--- config.mk ---
export PLATFORM = sky130hd
export DESIGN_NAME = orion_mmu_wait
export DESIGN_NICKNAME = d
export VERILOG_FILES = /design/src/rtl/orion_mmu_pkg.sv /design/src/rtl/orion_mmu_wait_gen.sv /design/src/rtl/orion_mmu_wait.sv
export SDC_FILE = /design/constraint.sdc
export NUM_CORES = 1
export LEC_CHECK = 0
export CAP_MARGIN = 20
export CELL_PAD_IN_SITES_DETAIL_PLACEMENT = 0
export CELL_PAD_IN_SITES_GLOBAL_PLACEMENT = 2
export CORE_ASPECT_RATIO = 0.8
export CORE_MARGIN = 10
export CORE_UTILIZATION = 25
export DETAILED_ROUTE_END_ITERATION = 10
export GPL_ROUTABILITY_DRIVEN = 0
export HOLD_SLACK_MARGIN = 0.1
export PLACE_DENSITY = 0.68
export SETUP_SLACK_MARGIN = 0.3
export SLEW_MARGIN = 15
export SYNTH_ARGS = -nofsm -noshare
export SYNTH_HDL_FRONTEND = slang
export SYNTH_SLANG_ARGS = --single-unit
--- constraint.sdc ---
create_clock -name i_clk -period 1.95 [get_ports i_clk]
set_clock_uncertainty 0.05 [all_clocks]
set_input_delay 0.39 -clock i_clk [delete_from_list [all_inputs] [get_ports i_clk]]
set_output_delay 0.39 -clock i_clk [all_outputs]
set_load 0.01 [all_outputs]
--- src/rtl/orion_mmu_pkg.sv ---
// Shared constants and types for the Orion MMU / wait-state unit.
package orion_mmu_pkg;

  // CTRL register bit positions
  localparam int CTRL_MAP_EN = 0;
  localparam int CTRL_WS_LSB = 1;
  localparam int CTRL_FAULT  = 7;

  // Page register write-protect bit
  localparam int PG_WP_BIT = 7;

  localparam logic [7:0] DEF_IO_BASE   = 8'h08;
  localparam logic [7:0] DEF_CTRL_PORT = 8'h0C;

  typedef enum logic [1:0] {
    ST_IDLE,
    ST_WAIT,
    ST_HOLD
  } wait_state_e;

endpackage

--- src/rtl/orion_mmu_wait_gen.sv ---
// Wait-state generator: holds CPU WAIT low for a programmed number of clocks
// once per memory access.
module orion_wait_gen
  import orion_mmu_pkg::*;
#(
  parameter int WS_W = 3
) (
  input  logic            i_clk,
  input  logic            reset_n,
  input  logic            mem_acc_i,
  input  logic            mreq_n_i,
  input  logic [WS_W-1:0] ws_i,
  output logic            wait_n_o
);

  localparam logic [WS_W-1:0] ONE = WS_W'(1);

  wait_state_e     state_q, state_d;
  logic [WS_W-1:0] cnt_q, cnt_d;
  logic            wait_n_q, wait_n_d;

  always_ff @(posedge i_clk) begin
    if (!reset_n) begin
      state_q  <= ST_IDLE;
      cnt_q    <= '0;
      wait_n_q <= 1'b1;
    end else begin
      state_q  <= state_d;
      cnt_q    <= cnt_d;
      wait_n_q <= wait_n_d;
    end
  end

  always_comb begin
    state_d  = state_q;
    cnt_d    = cnt_q;
    wait_n_d = wait_n_q;
    case (state_q)
      ST_IDLE: begin
        wait_n_d = 1'b1;
        if (mem_acc_i) begin
          // WS is captured here, so later CTRL writes leave this access alone
          if (ws_i != '0) begin
            state_d  = ST_WAIT;
            cnt_d    = ws_i - ONE;
            wait_n_d = 1'b0;
          end else begin
            state_d = ST_HOLD;
          end
        end
      end
      ST_WAIT: begin
        if (mreq_n_i) begin
          state_d  = ST_IDLE;
          wait_n_d = 1'b1;
        end else if (cnt_q == '0) begin
          state_d  = ST_HOLD;
          wait_n_d = 1'b1;
        end else begin
          cnt_d = cnt_q - ONE;
        end
      end
      ST_HOLD: begin
        wait_n_d = 1'b1;
        if (mreq_n_i) state_d = ST_IDLE;
      end
      default: begin
        state_d  = ST_IDLE;
        wait_n_d = 1'b1;
      end
    endcase
  end

  assign wait_n_o = wait_n_q;

endmodule

--- src/rtl/orion_mmu_wait.sv ---
// Orion windowed MMU with write protect and programmable wait states.
// Optional register read-back is enabled by defining ORION_MMU_READBACK_EN.
module orion_mmu_wait
  import orion_mmu_pkg::*;
#(
  parameter int         WIN_BITS  = 2,
  parameter int         PAGE_W    = 7,
  parameter int         PHYS_AW   = PAGE_W + 16 - WIN_BITS,
  parameter logic [7:0] IO_BASE   = DEF_IO_BASE,
  parameter logic [7:0] CTRL_PORT = DEF_CTRL_PORT,
  parameter int         WS_W      = 3
) (
  input  logic               i_clk,
  input  logic               reset_n,
  input  logic               i_mreq_n,
  input  logic               i_iorq_n,
  input  logic               i_rd_n,
  input  logic               i_wr_n,
  input  logic               i_rfsh_n,
  input  logic [15:0]        i_addr,
  input  logic [7:0]         i_wdata,
  output logic [7:0]         o_rdata,
  output logic               o_rdata_oe,
  output logic               o_wait_n,
  output logic [PHYS_AW-1:0] o_mem_addr,
  output logic               o_mem_rd,
  output logic               o_mem_wr,
  output logic               o_wp_fault
);

  localparam int NWIN  = 1 << WIN_BITS;
  localparam int OFF_W = 16 - WIN_BITS;

  logic [PAGE_W-1:0]   page_q [NWIN];
  logic [PAGE_W-1:0]   page_d [NWIN];
  logic [NWIN-1:0]     wp_q, wp_d;
  logic                map_en_q, map_en_d;
  logic [WS_W-1:0]     ws_q, ws_d;
  logic                fault_q, fault_d;

  logic [WIN_BITS-1:0] win;
  logic                io_wr;
  logic                ctrl_sel;
  logic                mem_acc;
  logic                wp_hit;

  assign win      = i_addr[15:OFF_W];
  assign io_wr    = ~i_iorq_n & ~i_wr_n;
  assign ctrl_sel = (i_addr[7:0] == CTRL_PORT);
  assign mem_acc  = ~i_mreq_n & i_rfsh_n & (~i_rd_n | ~i_wr_n);
  assign wp_hit   = map_en_q & wp_q[win];

  assign o_mem_rd = mem_acc & ~i_rd_n;
  assign o_mem_wr = mem_acc & ~i_wr_n & ~wp_hit;

  always_comb begin
    if (map_en_q) o_mem_addr = {page_q[win], i_addr[OFF_W-1:0]};
    else          o_mem_addr = PHYS_AW'(i_addr);
  end

  always_comb begin
    page_d   = page_q;
    wp_d     = wp_q;
    map_en_d = map_en_q;
    ws_d     = ws_q;
    fault_d  = fault_q;
    for (int i = 0; i < NWIN; i++) begin
      if (io_wr && (i_addr[7:0] == IO_BASE + 8'(i))) begin
        page_d[i] = i_wdata[PAGE_W-1:0];
        wp_d[i]   = i_wdata[PG_WP_BIT];
      end
    end
    if (io_wr && ctrl_sel) begin
      map_en_d = i_wdata[CTRL_MAP_EN];
      ws_d     = i_wdata[CTRL_WS_LSB +: WS_W];
      if (i_wdata[CTRL_FAULT]) fault_d = 1'b0;
    end
    // A violation on the same edge as a clear must not be lost
    if (mem_acc && !i_wr_n && wp_hit) fault_d = 1'b1;
  end

  always_ff @(posedge i_clk) begin
    if (!reset_n) begin
      for (int i = 0; i < NWIN; i++) page_q[i] <= PAGE_W'(i);
      wp_q     <= '0;
      map_en_q <= 1'b0;
      ws_q     <= '0;
      fault_q  <= 1'b0;
    end else begin
      page_q   <= page_d;
      wp_q     <= wp_d;
      map_en_q <= map_en_d;
      ws_q     <= ws_d;
      fault_q  <= fault_d;
    end
  end

  assign o_wp_fault = fault_q;

`ifdef ORION_MMU_READBACK_EN
  logic io_rd;
  assign io_rd = ~i_iorq_n & ~i_rd_n;

  always_comb begin
    o_rdata    = '0;
    o_rdata_oe = 1'b0;
    if (io_rd) begin
      if (ctrl_sel) begin
        o_rdata_oe                     = 1'b1;
        o_rdata[CTRL_MAP_EN]           = map_en_q;
        o_rdata[CTRL_WS_LSB +: WS_W]   = ws_q;
        o_rdata[CTRL_FAULT]            = fault_q;
      end
      for (int i = 0; i < NWIN; i++) begin
        if (i_addr[7:0] == IO_BASE + 8'(i)) begin
          o_rdata_oe           = 1'b1;
          o_rdata[PAGE_W-1:0]  = page_q[i];
          o_rdata[PG_WP_BIT]   = wp_q[i];
        end
      end
    end
  end
`else
  assign o_rdata    = '0;
  assign o_rdata_oe = 1'b0;
`endif

  orion_wait_gen #(
    .WS_W(WS_W)
  ) u_wait_gen (
    .i_clk    (i_clk),
    .reset_n  (reset_n),
    .mem_acc_i(mem_acc),
    .mreq_n_i (i_mreq_n),
    .ws_i     (ws_q),
    .wait_n_o (o_wait_n)
  );

endmodule

==> out/metrics.cfg <==
[run_status]
outcome = completed

[layout]
design_area_um2 = 3040
final_core_util_pct = 35.5
share_of_post_route_cells_with_drive_strength_above_1_pct = 30.1
diodes_inserted = 0
area_growth_pct = 37.2
nNetsFinal = 307
most_used_cells_in_the_layout_excluding_fill_and_tap_cells = sky130_fd_sc_hd__mux2i_1, sky130_fd_sc_hd__nor2_1, sky130_fd_sc_hd__dfxtp_1
commonest_non_fill_non_tap_cell_in_the_layout = sky130_fd_sc_hd__mux2i_1
num-fill-cells = 906

[worst_setup_path]
crit_required_ns = 1.51
critical_path.top_delay_family = multiplexers
critPathCaptureType = primary output
critPathMaxStageDelay_ns = 0.45
criticalPathCategory = flop to primary output
timing.critical_path.arrival_ns = 1.47
crit_slowest_cell = sky130_fd_sc_hd__mux4_2
timing.critical_path.from_type = flop
worstPathMaxFanout = 2
cp_cell_sequence = mux4_2 -> and2_4 -> nor3_4 -> buf_2
cp.buffers_inverters = 1
ff2ff_setup_slack_ns = 0.21

[power]
total_power_mw = 1.92
power.leakage_nw = 1.50
power_density_over_cell_area_nw_per_um2 = 632
vdd.ir_drop.worst_uv = 253

[place]
dpl_cell_area_um2 = 2790
io_buffers = 43
placement.setup.worst_slack_ns = -0.859
hpwlAfterDp_um = 4320

[sta]
finalSetupViolations = 0
crit_path_time_final_ns = 1.91
timing.fmax_mhz = 524
fin_crit_sh_pct = 97.9
fin_ws_ns = 0.0413
slew_viol_final = 0
final-hold-violation-count = 0
grt_setup_unrepaired = true

[clock_network]
cts_max_level = 2
clk-insertion-delay-late_ns = 0.29
clkSinkCount = 43
cts-hold-fix-buffers = 0
tritoncts = done
worst_setup_hold_path_clk_slew_ns = 0.08
clock-root-buffer = sky130_fd_sc_hd__clkbuf_8
numCtsBuffers = 5
cts_max_path_buffers = 2

[synthesis]
synth_cell_types = 38
synthesis.area_per_instance_um2 = 9.92
netlist_instances = 223
yosysWarningCount = 0
synth.ff_latch_count = 43
seq_area_frac_synth_pct = 38.9
netlist_area_um2 = 2210

[detailed_routing]
detailedRoute.firstIterationViolations = 57
route.vias.total = 1756
route.final.wire_length_um = 5780
viasPerCell = 4.53
final_antenna_net_count = 0
wire_per_inst_um = 14.9
post-route-drc-count = 0
first_pass_iters = 4

[die]
floorplan.initialDensity_pct = 25.8
ioPinCount = 65
fp.dieArea_um2 = 13000
fp.dieH_um = 104
core_um2 = 8560
number_of_core_rows = 30
dieWidth_um = 125

[global_route]
grt_pass1_vias = 1875
global_route.overflow_total = 0
global_route_wire_length_before_repair_um = 9540
antenna_found_initial = 0
gr-usage-all-layers_pct = 8.78
grt_max_degree = 22

[worst_hold_path]
hold_class = flop to flop

[run]
cap_violations = 0

[cells by family after synthesis]
kind of cell	Yosys count	synth area share, %
adders and majority gates	1	0.566
DFF	43	38.9
and+or+nand+nor	73	17.5
other	1	0.170
buffers and inverters	37	10.7
AOI/OAI and AO/OA	19	6.51
muxes	49	25.7
[Yosys cell counts]
master	instances	share of area [%]
sky130_fd_sc_hd__a211oi_1	1	0.34
sky130_fd_sc_hd__nand4b_1	4	1.6
sky130_fd_sc_hd__o22a_2	1	0.45
sky130_fd_sc_hd__buf_6	1	0.51
sky130_fd_sc_hd__nor4b_1	2	0.79
sky130_fd_sc_hd__o21ai_0	2	0.45
sky130_fd_sc_hd__nor4_4	1	0.96
sky130_fd_sc_hd__or2_2	1	0.28
sky130_fd_sc_hd__nor2_1	36	6.1
sky130_fd_sc_hd__ha_1	1	0.57
sky130_fd_sc_hd__buf_2	3	0.68
sky130_fd_sc_hd__buf_4	23	7.8
sky130_fd_sc_hd__a21o_1	1	0.34
sky130_fd_sc_hd__o31a_1	2	0.79
sky130_fd_sc_hd__inv_1	3	0.51
sky130_fd_sc_hd__o32a_4	1	1.0
sky130_fd_sc_hd__nand2_1	8	1.4
sky130_fd_sc_hd__nor3_1	6	1.4
sky130_fd_sc_hd__a31oi_1	2	0.57
sky130_fd_sc_hd__a21oi_1	6	1.4
sky130_fd_sc_hd__buf_1	1	0.17
sky130_fd_sc_hd__nand4_2	2	1.1
sky130_fd_sc_hd__clkbuf_1	5	0.85
sky130_fd_sc_hd__and2_1	6	1.7
sky130_fd_sc_hd__nor4_1	2	0.57
sky130_fd_sc_hd__mux4_2	6	6.1
sky130_fd_sc_hd__mux2_2	2	1.0
sky130_fd_sc_hd__dfxtp_1	43	39
sky130_fd_sc_hd__o32ai_1	1	0.40
sky130_fd_sc_hd__a211o_2	1	0.45
sky130_fd_sc_hd__conb_1	1	0.17
sky130_fd_sc_hd__nor2b_1	1	0.28
sky130_fd_sc_hd__o31ai_1	1	0.34
sky130_fd_sc_hd__nand2b_4	1	0.62
sky130_fd_sc_hd__nand3_1	2	0.45
sky130_fd_sc_hd__inv_2	1	0.17
sky130_fd_sc_hd__nand2b_1	1	0.28
sky130_fd_sc_hd__mux2i_1	41	19
[through the flow]
| step | std cells | setup TNS (ns) | hold slack, ns |
|---|---|---|---|
| after floorplan | 231 | 0 | 0.392 |
| after global placement | 374 | -12.90 | 0.391 |
| after detailed placement | 374 | -14.00 | 0.401 |
| after CTS | 387 | 0 | 0.418 |
| after global routing | 388 | -0.0206 | 0.456 |
| final | 388 | 0 | 0.410 |
[sequential cells by signal (all words and copies together) (netlist names)]
signal / count
map_en_q: 1
o_wp_fault: 1
page_q: 28
u_wait_gen.cnt_q: 3
u_wait_gen.state_q: 2
u_wait_gen.wait_n_o: 1
wp_q: 4
ws_q: 3
[timing repair]
item                       CTS  global route
pin swaps                   12             5
setup buffers                5             1
resized for setup           82            21
setup endpoints to repair   60            50
[power breakdown]
part	internal (mW)	total [mW]	switching, mW
registers	0.881	0.885	0.00419
logic	0.107	0.214	0.107
clock network	0.512	0.818	0.306
[area by class of cell]
cell class                 instances  area [um2]  share of cell area (%)
clock buffer                       6        72.6                    2.39
clock inverter                     2        60.1                    1.98
inverter                           4        15.0                   0.495
multi-input combinational        151        1230                    40.6
sequential                        43         870                    28.6
tap                              112         140                    4.62
timing repair buffer              70         647                    21.3
[worst register-to-register path, cell delays in order, from the launching register on]
cell	delay, ns
sky130_fd_sc_hd__dfxtp_2	0.33
sky130_fd_sc_hd__nand2b_4	0.17
sky130_fd_sc_hd__buf_6	0.14
sky130_fd_sc_hd__o32a_4	0.35
sky130_fd_sc_hd__o31a_1	0.30
sky130_fd_sc_hd__o31a_1	0.29
[path summary, 6_finish.rpt]
kind / from / end / cells after the start
hold / removal: u_wait_gen.wait_n_o / u_wait_gen.wait_n_o / 2
setup reg to reg: u_wait_gen.state_q[1] / u_wait_gen.cnt_q[2] / 5
hold reg to reg: u_wait_gen.wait_n_o / u_wait_gen.wait_n_o / 2
setup / recovery: wp_q[3] / o_mem_wr / 4
[layer usage]
metal	vias to the layer above	track usage, %	part of all wire, %
met1	851	11.4	50
met3	5	3.21	5.6
met2	46	13.1	44
met5	-	0	0
li1	854	-	-
met4	0	2.79	1.3
Note: power is estimated with default switching activity, not from simulation.
